`src/rtl/fifo_stream_out_if.sv`:
```
// Valid/ready stream carrying one FIFO word split into payload and end-of-frame.
interface fifo_stream_out_if #(
  parameter int unsigned P_DATA_WIDTH = 33
);
  logic                    valid;
  logic [P_DATA_WIDTH-2:0] data;
  logic                    last;
  logic                    ready;

  modport master (output valid, data, last, input ready);
  modport slave  (input valid, data, last, output ready);
endinterface

```
`src/rtl/fifo_stream_out.sv`:
```
// Read-side adapter for a non-FWFT synchronous FIFO: fetches words, absorbs the
// one-cycle read latency in a 3-entry skid buffer and streams them out at full
// rate. Fetch enable is honoured only at frame boundaries; delivered frames are counted.
module fifo_stream_out #(
  parameter int unsigned P_DATA_WIDTH = 33,
  parameter int unsigned P_CNT_WIDTH  = 16
) (
  input  logic                    clk_i,
  input  logic                    rst_i,
  input  logic                    enable_i,
  output logic                    fifo_rd_o,
  input  logic [P_DATA_WIDTH-1:0] fifo_data_i,
  input  logic                    fifo_empty_i,
  fifo_stream_out_if.master       m_if,
  output logic [P_CNT_WIDTH-1:0]  frame_cnt_o,
  output logic                    idle_o
);

  localparam int unsigned LP_DEPTH = 3;
  localparam int unsigned LP_PTR_W = 2;
  localparam int unsigned LP_OCC_W = 3;
  localparam int unsigned LP_MSB   = P_DATA_WIDTH - 1;

  typedef enum logic [1:0] {
    ST_IDLE     = 2'd0,
    ST_RUN      = 2'd1,
    ST_STOPPING = 2'd2
  } state_e;

  state_e                  state_q;
  logic [P_DATA_WIDTH-1:0] buf_q [LP_DEPTH];
  logic [LP_PTR_W-1:0]     head_q, head_d;
  logic [LP_PTR_W-1:0]     tail_q, tail_d;
  logic [LP_PTR_W-1:0]     count_q, count_d;
  logic                    inflight_q;
  logic                    in_frame_q, in_frame_d;
  logic [P_CNT_WIDTH-1:0]  frame_cnt_q, frame_cnt_d;

  logic                    land;
  logic                    land_last;
  logic                    pop;
  logic                    valid;
  logic                    frame_open;
  logic [P_DATA_WIDTH-1:0] head_word;

  function automatic logic [LP_PTR_W-1:0] ptr_inc(input logic [LP_PTR_W-1:0] p);
    return (p == LP_PTR_W'(LP_DEPTH - 1)) ? '0 : p + LP_PTR_W'(1);
  endfunction

  // Handshake, issue and status decode from registered state
  always_comb begin
    land       = inflight_q;
    land_last  = fifo_data_i[LP_MSB];
    valid      = (count_q != '0);
    pop        = valid & m_if.ready;
    head_word  = buf_q[head_q];
    frame_open = in_frame_q | (land & ~land_last);
    // Occupancy counts reads already in flight, so ready never reaches the strobe
    fifo_rd_o  = (state_q != ST_IDLE) & ~fifo_empty_i &
                 ((LP_OCC_W'(count_q) + LP_OCC_W'(inflight_q)) < LP_OCC_W'(LP_DEPTH));
    idle_o     = (state_q == ST_IDLE) & (count_q == '0) & ~inflight_q;
  end

  assign m_if.valid  = valid;
  assign m_if.data   = head_word[P_DATA_WIDTH-2:0];
  assign m_if.last   = head_word[LP_MSB];
  assign frame_cnt_o = frame_cnt_q;

  // Next-state for buffer pointers, occupancy, frame tracking and frame counter
  always_comb begin
    head_d      = head_q;
    tail_d      = tail_q;
    count_d     = count_q;
    in_frame_d  = in_frame_q;
    frame_cnt_d = frame_cnt_q;
    if (land) begin
      tail_d     = ptr_inc(tail_q);
      in_frame_d = ~land_last;
    end
    if (pop) begin
      head_d = ptr_inc(head_q);
      if (head_word[LP_MSB]) begin
        frame_cnt_d = frame_cnt_q + P_CNT_WIDTH'(1);
      end
    end
    case ({land, pop})
      2'b10:   count_d = count_q + LP_PTR_W'(1);
      2'b01:   count_d = count_q - LP_PTR_W'(1);
      default: count_d = count_q;
    endcase
  end

  // Control registers
  always_ff @(posedge clk_i or posedge rst_i) begin
    if (rst_i) begin
      head_q      <= '0;
      tail_q      <= '0;
      count_q     <= '0;
      inflight_q  <= 1'b0;
      in_frame_q  <= 1'b0;
      frame_cnt_q <= '0;
    end else begin
      head_q      <= head_d;
      tail_q      <= tail_d;
      count_q     <= count_d;
      inflight_q  <= fifo_rd_o;
      in_frame_q  <= in_frame_d;
      frame_cnt_q <= frame_cnt_d;
    end
  end

  // Skid buffer storage; cleared on reset so the head word reads as zero
  always_ff @(posedge clk_i or posedge rst_i) begin
    if (rst_i) begin
      for (int i = 0; i < int'(LP_DEPTH); i++) begin
        buf_q[i] <= '0;
      end
    end else if (land) begin
      buf_q[tail_q] <= fifo_data_i;
    end
  end

  // Fetch-control FSM: stopping waits for the open frame's last word to land
  always_ff @(posedge clk_i or posedge rst_i) begin
    if (rst_i) begin
      state_q <= ST_IDLE;
    end else begin
      case (state_q)
        ST_IDLE: begin
          if (enable_i) state_q <= ST_RUN;
        end
        ST_RUN: begin
          if (!enable_i) state_q <= frame_open ? ST_STOPPING : ST_IDLE;
        end
        ST_STOPPING: begin
          if (enable_i)               state_q <= ST_RUN;
          else if (land && land_last) state_q <= ST_IDLE;
        end
        default: state_q <= ST_IDLE;
      endcase
    end
  end

  // A landing word must always find a free slot
  a_no_overflow: assert property (@(posedge clk_i) disable iff (rst_i)
    !(land && !pop && (count_q == LP_PTR_W'(LP_DEPTH))));

endmodule

```
`src/flat_wrapper.sv`:
```
// flat-port wrapper written by rule: the top's interface ports become plain ports
module fifo_stream_out_flat 
#(
  parameter int unsigned P_DATA_WIDTH = 33,
  parameter int unsigned P_CNT_WIDTH  = 16
)
  (clk_i, rst_i, enable_i, fifo_rd_o, fifo_data_i, fifo_empty_i, frame_cnt_o, idle_o, m_if_valid, m_if_data, m_if_last, m_if_ready);
  fifo_stream_out_if #(.P_DATA_WIDTH(P_DATA_WIDTH)) m_if_i ();
  input  logic clk_i;
  input  logic rst_i;
  input  logic enable_i;
  output logic fifo_rd_o;
  input  logic [P_DATA_WIDTH-1:0] fifo_data_i;
  input  logic fifo_empty_i;
  output logic [P_CNT_WIDTH-1:0] frame_cnt_o;
  output logic idle_o;
  output wire logic [$bits(m_if_i.valid)-1:0] m_if_valid;
  output wire logic [$bits(m_if_i.data)-1:0] m_if_data;
  output wire logic [$bits(m_if_i.last)-1:0] m_if_last;
  input wire logic [$bits(m_if_i.ready)-1:0] m_if_ready;
  assign m_if_valid = m_if_i.valid;
  assign m_if_data = m_if_i.data;
  assign m_if_last = m_if_i.last;
  assign m_if_i.ready = m_if_ready;
  fifo_stream_out #(.P_DATA_WIDTH(P_DATA_WIDTH), .P_CNT_WIDTH(P_CNT_WIDTH)) u_core (.clk_i(clk_i), .rst_i(rst_i), .enable_i(enable_i), .fifo_rd_o(fifo_rd_o), .fifo_data_i(fifo_data_i), .fifo_empty_i(fifo_empty_i), .m_if(m_if_i), .frame_cnt_o(frame_cnt_o), .idle_o(idle_o));
endmodule
```
`config.mk`:
```
export PLATFORM = sky130hd
export DESIGN_NAME = fifo_stream_out_flat
export DESIGN_NICKNAME = d
export VERILOG_FILES = /design/src/rtl/fifo_stream_out_if.sv /design/src/rtl/fifo_stream_out.sv /design/src/flat_wrapper.sv
export SDC_FILE = /design/constraint.sdc
export NUM_CORES = 1
export LEC_CHECK = 0
export BUFFER_PORTS_ARGS = -buffer_cell sky130_fd_sc_hd__buf_2
export CAP_MARGIN = 20
export CORE_ASPECT_RATIO = 1.2
export CORE_UTILIZATION = 45
export CTS_CLUSTER_SIZE = 8
export DETAILED_ROUTE_END_ITERATION = 16
export GPL_TIMING_DRIVEN = 0
export PLACE_DENSITY_LB_ADDON = 0.05
export SYNTH_ARGS = -nofsm -noshare
export SYNTH_HDL_FRONTEND = slang
export SYNTH_SLANG_ARGS = --single-unit
```
`constraint.sdc`:
```
create_clock -name clk_i -period 4.5 [get_ports clk_i]
set_input_delay 0.675 -clock clk_i [delete_from_list [all_inputs] [get_ports clk_i]]
set_output_delay 0.675 -clock clk_i [all_outputs]
set_load 0.01 [all_outputs]
```
==> impl_results.rst <==
.. list-table::
   :header-rows: 1

   * - Metric
     - Value
   * - Async set-reset flop share out of synthesis
     - 100%
   * - Layout area overhead
     - 22.6%
   * - Cts repair resizes
     - 0
   * - Final-report hold violation count
     - 0
   * - Width of the die
     - roughly 100 um
   * - WP data required
     - 3.83 ns
   * - Clock latency on the worst-skew pair
     - 0.41 ns
   * - Ranking of synthesized cells by area
     - sky130_fd_sc_hd__dfrtp_1 (55%), sky130_fd_sc_hd__mux2_2 (14%), sky130_fd_sc_hd__mux2_4 (7.4%), sky130_fd_sc_hd__mux2i_1 (5.8%), sky130_fd_sc_hd__o21ai_0 (3.2%)
   * - Number of instances in the synthesized netlist
     - between 400 and 500
   * - Actual transition at the worst max-transition pin
     - 0.699 ns
   * - Number of endpoints failing setup at the final stage
     - 0
   * - Max-Slew Margin vs Limit
     - 53.2%
   * - Unique masters post-synth
     - 35
   * - Worst Setup Path Type
     - flip-flop to output port
   * - Max stage delay cell, worst path
     - sky130_fd_sc_hd__clkbuf_1
   * - Site row count
     - between 40 and 50
   * - Nature of the critical path endpoint
     - output port
   * - Number of global-route vias before repair
     - 3954
   * - Overall track demand over capacity in global routing
     - 19.9%
   * - Maximum clock path buffer count
     - 2
   * - Peak ir drop on the vdd network
     - 397 uV
   * - Peak clock frequency supported by timing
     - 356 MHz
   * - Quantity of I/O buffers inserted on ports
     - 89
   * - Filler Cell Count
     - 1051
   * - Final cell area excluding filler cells
     - between 0.006 and 0.007 sq mm
   * - Signal arrival time at the worst endpoint
     - between 2 and 2.5 ns
   * - Global-route wire length before repair
     - 20.0 mm
   * - Total cell area at the placement stage
     - about 0.0063 sq mm
   * - Buffer count from post-CTS setup fixing
     - 0
   * - Total count of max-transition violations in the final report
     - 0
   * - Effective utilization at floorplan
     - 46.6%
   * - Post-synthesis instance area
     - 0.00567 sq mm
   * - Per-cell via count in the routed design
     - 5.11
   * - Core area
     - 0.0122 sq mm
   * - Final setup slack of the worst path
     - approximately 1.7 ns
   * - GP Congestion
     - 0.716
   * - ANT cells
     - 0
   * - Worst setup slack before clock tree synthesis
     - 2.11 ns
   * - Hold-fix buffers, CTS
     - 0
   * - Largest area contributor in the synthesized netlist
     - sky130_fd_sc_hd__dfrtp_1
   * - Leading cell types by count after synthesis
     - sky130_fd_sc_hd__dfrtp_1 (125), sky130_fd_sc_hd__mux2_2 (72), sky130_fd_sc_hd__nand2_1 (41)
   * - Total congestion overflow after global routing
     - 0
   * - Dominant register cell in the synthesized netlist
     - sky130_fd_sc_hd__dfrtp_1
   * - Part of the Yosys area used for sequential elements
     - 55.2%
   * - Clock sinks
     - 125
   * - Final setup skew
     - slightly above 0.009 ns
   * - Largest net degree at the start of global routing
     - 87
   * - Final period demand of the worst path
     - 2.81 ns
   * - Most frequent CP cell
     - sky130_fd_sc_hd__buf_2
   * - Clock-pin slew on the worst setup and hold paths
     - 0.06 ns
   * - Net count after synthesis
     - 472
   * - Number of enable flip-flop cells after synthesis
     - 0
   * - Iter 0 DRT Violations
     - 144
   * - Number of max-capacitance violations reported
     - 0
   * - Mapped Avg Cell Area
     - 13.2 sq um
   * - Total power consumption of the routed design
     - about 0.0053 W
   * - Count of nets after finishing
     - 581
   * - Maximum cell stage delay along the critical path
     - between 0.4 and 0.5 ns
   * - Startpoint class of the critical path
     - flip-flop
   * - Area of the die
     - 0.0131 sq mm
   * - Number of antenna violations at the first check in global routing
     - 1
   * - Peak fanout along the critical path
     - 10
   * - Detailed-placement wirelength estimate
     - approximately 7.7 mm
   * - TritonCTS clock tree
     - done
   * - Routed length per placed instance
     - ~16 um
   * - Ordered list of cells on the worst path
     - buf_2 -> nor2b_1 -> buf_6 -> clkbuf_1 -> nand2_1 -> o21ai_0 -> buf_2
   * - Power density over cell area
     - 757 mW/mm^2
   * - Most common cell in the synthesized netlist
     - sky130_fd_sc_hd__dfrtp_1
   * - Number of CTS-inserted buffers
     - 17
   * - Ratio of cells with drive above 1 in the final layout
     - approximately 43%
   * - Number of ports placed on the die boundary
     - 90
   * - Number of nets with antenna violations after detailed routing
     - 0
   * - Sum of routed wire length over all layers
     - 11.7 mm
   * - Setup repair after global routing missed its margin
     - false
   * - Register bit total from synthesis
     - 125
   * - Result of the run
     - complete, no violations
   * - Top-area cell type share of the netlist area
     - 55.2%
   * - Die span in y
     - about 120 um
   * - Via count of the routed design
     - ~3600
   * - Worst Hold Class
     - primary input to asynchronous set/reset pin
   * - Share of the clock period used by the worst path
     - 62.3%
   * - Cell chosen for the clock root
     - sky130_fd_sc_hd__clkbuf_16
   * - Cell leakage power
     - 3.32 nW
   * - Drc violations
     - 0
   * - Tightest hold margin
     - ~0.27 ns
   * - H-Tree Level Count
     - 4
   * - Worst reg2reg setup slack
     - between 2 and 3 ns
   * - Number of iterations in the first detailed-routing pass
     - 4
   * - Yosys Warn Count
     - 0
worst max-delay path, delay by kind of cell (launching register included):
family	cells	cell delay, ns
AOI/OAI and AO/OA	1	0.13
buffers and inverters	4	0.99
DFF	1	0.31
and+or+nand+nor	2	0.28
kinds of logic (layout without fill, tap and decap cells):
logic type	after synthesis	in the layout	synth area share, %
xor gates and xnor gates	18	18	2.78
muxes	133	133	27.5
DFF	125	125	55.2
AOI/OAI and AO/OA	42	42	4.04
buffers and inverters	29	151	2.83
adders and majority gates	4	4	0.883
and+or+nand+nor	79	79	6.73
area by class of cell:
class                      count  area (sq um)  share of cell area (%)
multi-input combinational    276          2380                    34.3
clock inverter                 6          80.1                    1.15
clock buffer                  26           519                    7.47
timing repair buffer          90           473                    6.81
sequential                   125          3130                    45.0
inverter                       6          27.5                   0.396
tap                          161           201                    2.90
buffer                        23           138                    1.98
flip-flops by register name, summed over array words and instances (netlist names):
register / count
u_core.in_frame_q: 1
u_core.state_q: 2
u_core.tail_q: 2
u_core.count_q: 2
u_core.buf_q: 99
u_core.frame_cnt_o: 16
u_core.inflight_q: 1
u_core.head_q: 2
report_power, final:
| part | internal [W] | total [W] | switching [W] |
|---|---|---|---|
| combinational | 0.00102 | 0.00196 | 0.000945 |
| clock | 0.000900 | 0.00136 | 0.000459 |
| sequential | 0.00165 | 0.00193 | 0.000288 |
per-stage QoR:
| stage | utilization (%) | std cells | setup TNS (ns) |
|---|---|---|---|
| final | 57.1 | 713 | 0 |
| after global routing | 57.1 | 713 | 0 |
| after CTS | 57.1 | 713 | 0 |
| after detailed placement | 52.2 | 681 | 0 |
| after global placement | 51.9 | 680 | -123.72 |
| after floorplan | - | 430 | 0 |
path summary, 6_finish.rpt:
path / from / end / cells past startpoint
worst max register to register: u_core.inflight_q$_DFF_PP0_ / u_core.buf_q[77]$_DFFE_PP0P_ / 4
min in group clk_i: enable_i / u_core.state_q[1]$_DFFE_PP0P_ / 2
worst min register to register: u_core.frame_cnt_o[15]$_DFFE_PP0P_ / u_core.frame_cnt_o[15]$_DFFE_PP0P_ / 1
worst min-delay path: rst_i / u_core.buf_q[51]$_DFFE_PP0P_ / 2
worst max-delay path: u_core.head_q[0]$_DFFE_PP0N_ / m_if_data[15] / 7
max in group asynchronous: rst_i / u_core.in_frame_q$_DFFE_PP0P_ / 3
routing by layer:
metal	part of all wire, %	track usage [%]	routed length (um)	vias up
met5	0	0	0	-
met4	1.4	7.39	166	0
met3	4.2	5.58	491	17
met2	48	32.3	5660	69
met1	46	25.3	5370	1824
li1	-	-	-	1733
placed cells by master (no fill, tap or decap), types with 2 or more instances in the layout:
| master | n |
|---|---|
| sky130_fd_sc_hd__clkinv_2 | 4 |
| sky130_fd_sc_hd__a21oi_1 | 2 |
| sky130_fd_sc_hd__dfrtp_1 | 125 |
| sky130_fd_sc_hd__o21ai_0 | 36 |
| sky130_fd_sc_hd__inv_1 | 4 |
| sky130_fd_sc_hd__mux2i_1 | 33 |
| sky130_fd_sc_hd__nor4_1 | 3 |
| sky130_fd_sc_hd__clkbuf_16 | 17 |
| sky130_fd_sc_hd__mux2_2 | 72 |
| sky130_fd_sc_hd__nand2_1 | 41 |
| sky130_fd_sc_hd__clkbuf_1 | 11 |
| sky130_fd_sc_hd__nor4b_1 | 2 |
| sky130_fd_sc_hd__buf_4 | 3 |
| sky130_fd_sc_hd__buf_6 | 4 |
| sky130_fd_sc_hd__bufinv_16 | 2 |
| sky130_fd_sc_hd__mux2_4 | 28 |
| sky130_fd_sc_hd__and4_1 | 2 |
| sky130_fd_sc_hd__nand4_1 | 3 |
| sky130_fd_sc_hd__xnor2_1 | 8 |
| sky130_fd_sc_hd__clkbuf_8 | 6 |
| sky130_fd_sc_hd__nor3_1 | 4 |
| sky130_fd_sc_hd__nor2_1 | 5 |
| sky130_fd_sc_hd__buf_2 | 97 |
| sky130_fd_sc_hd__ha_1 | 4 |
| sky130_fd_sc_hd__and3_1 | 3 |
| sky130_fd_sc_hd__nand3_1 | 9 |
| sky130_fd_sc_hd__xor2_1 | 10 |
No activity file was read; power rests on OpenSTA's default activity.
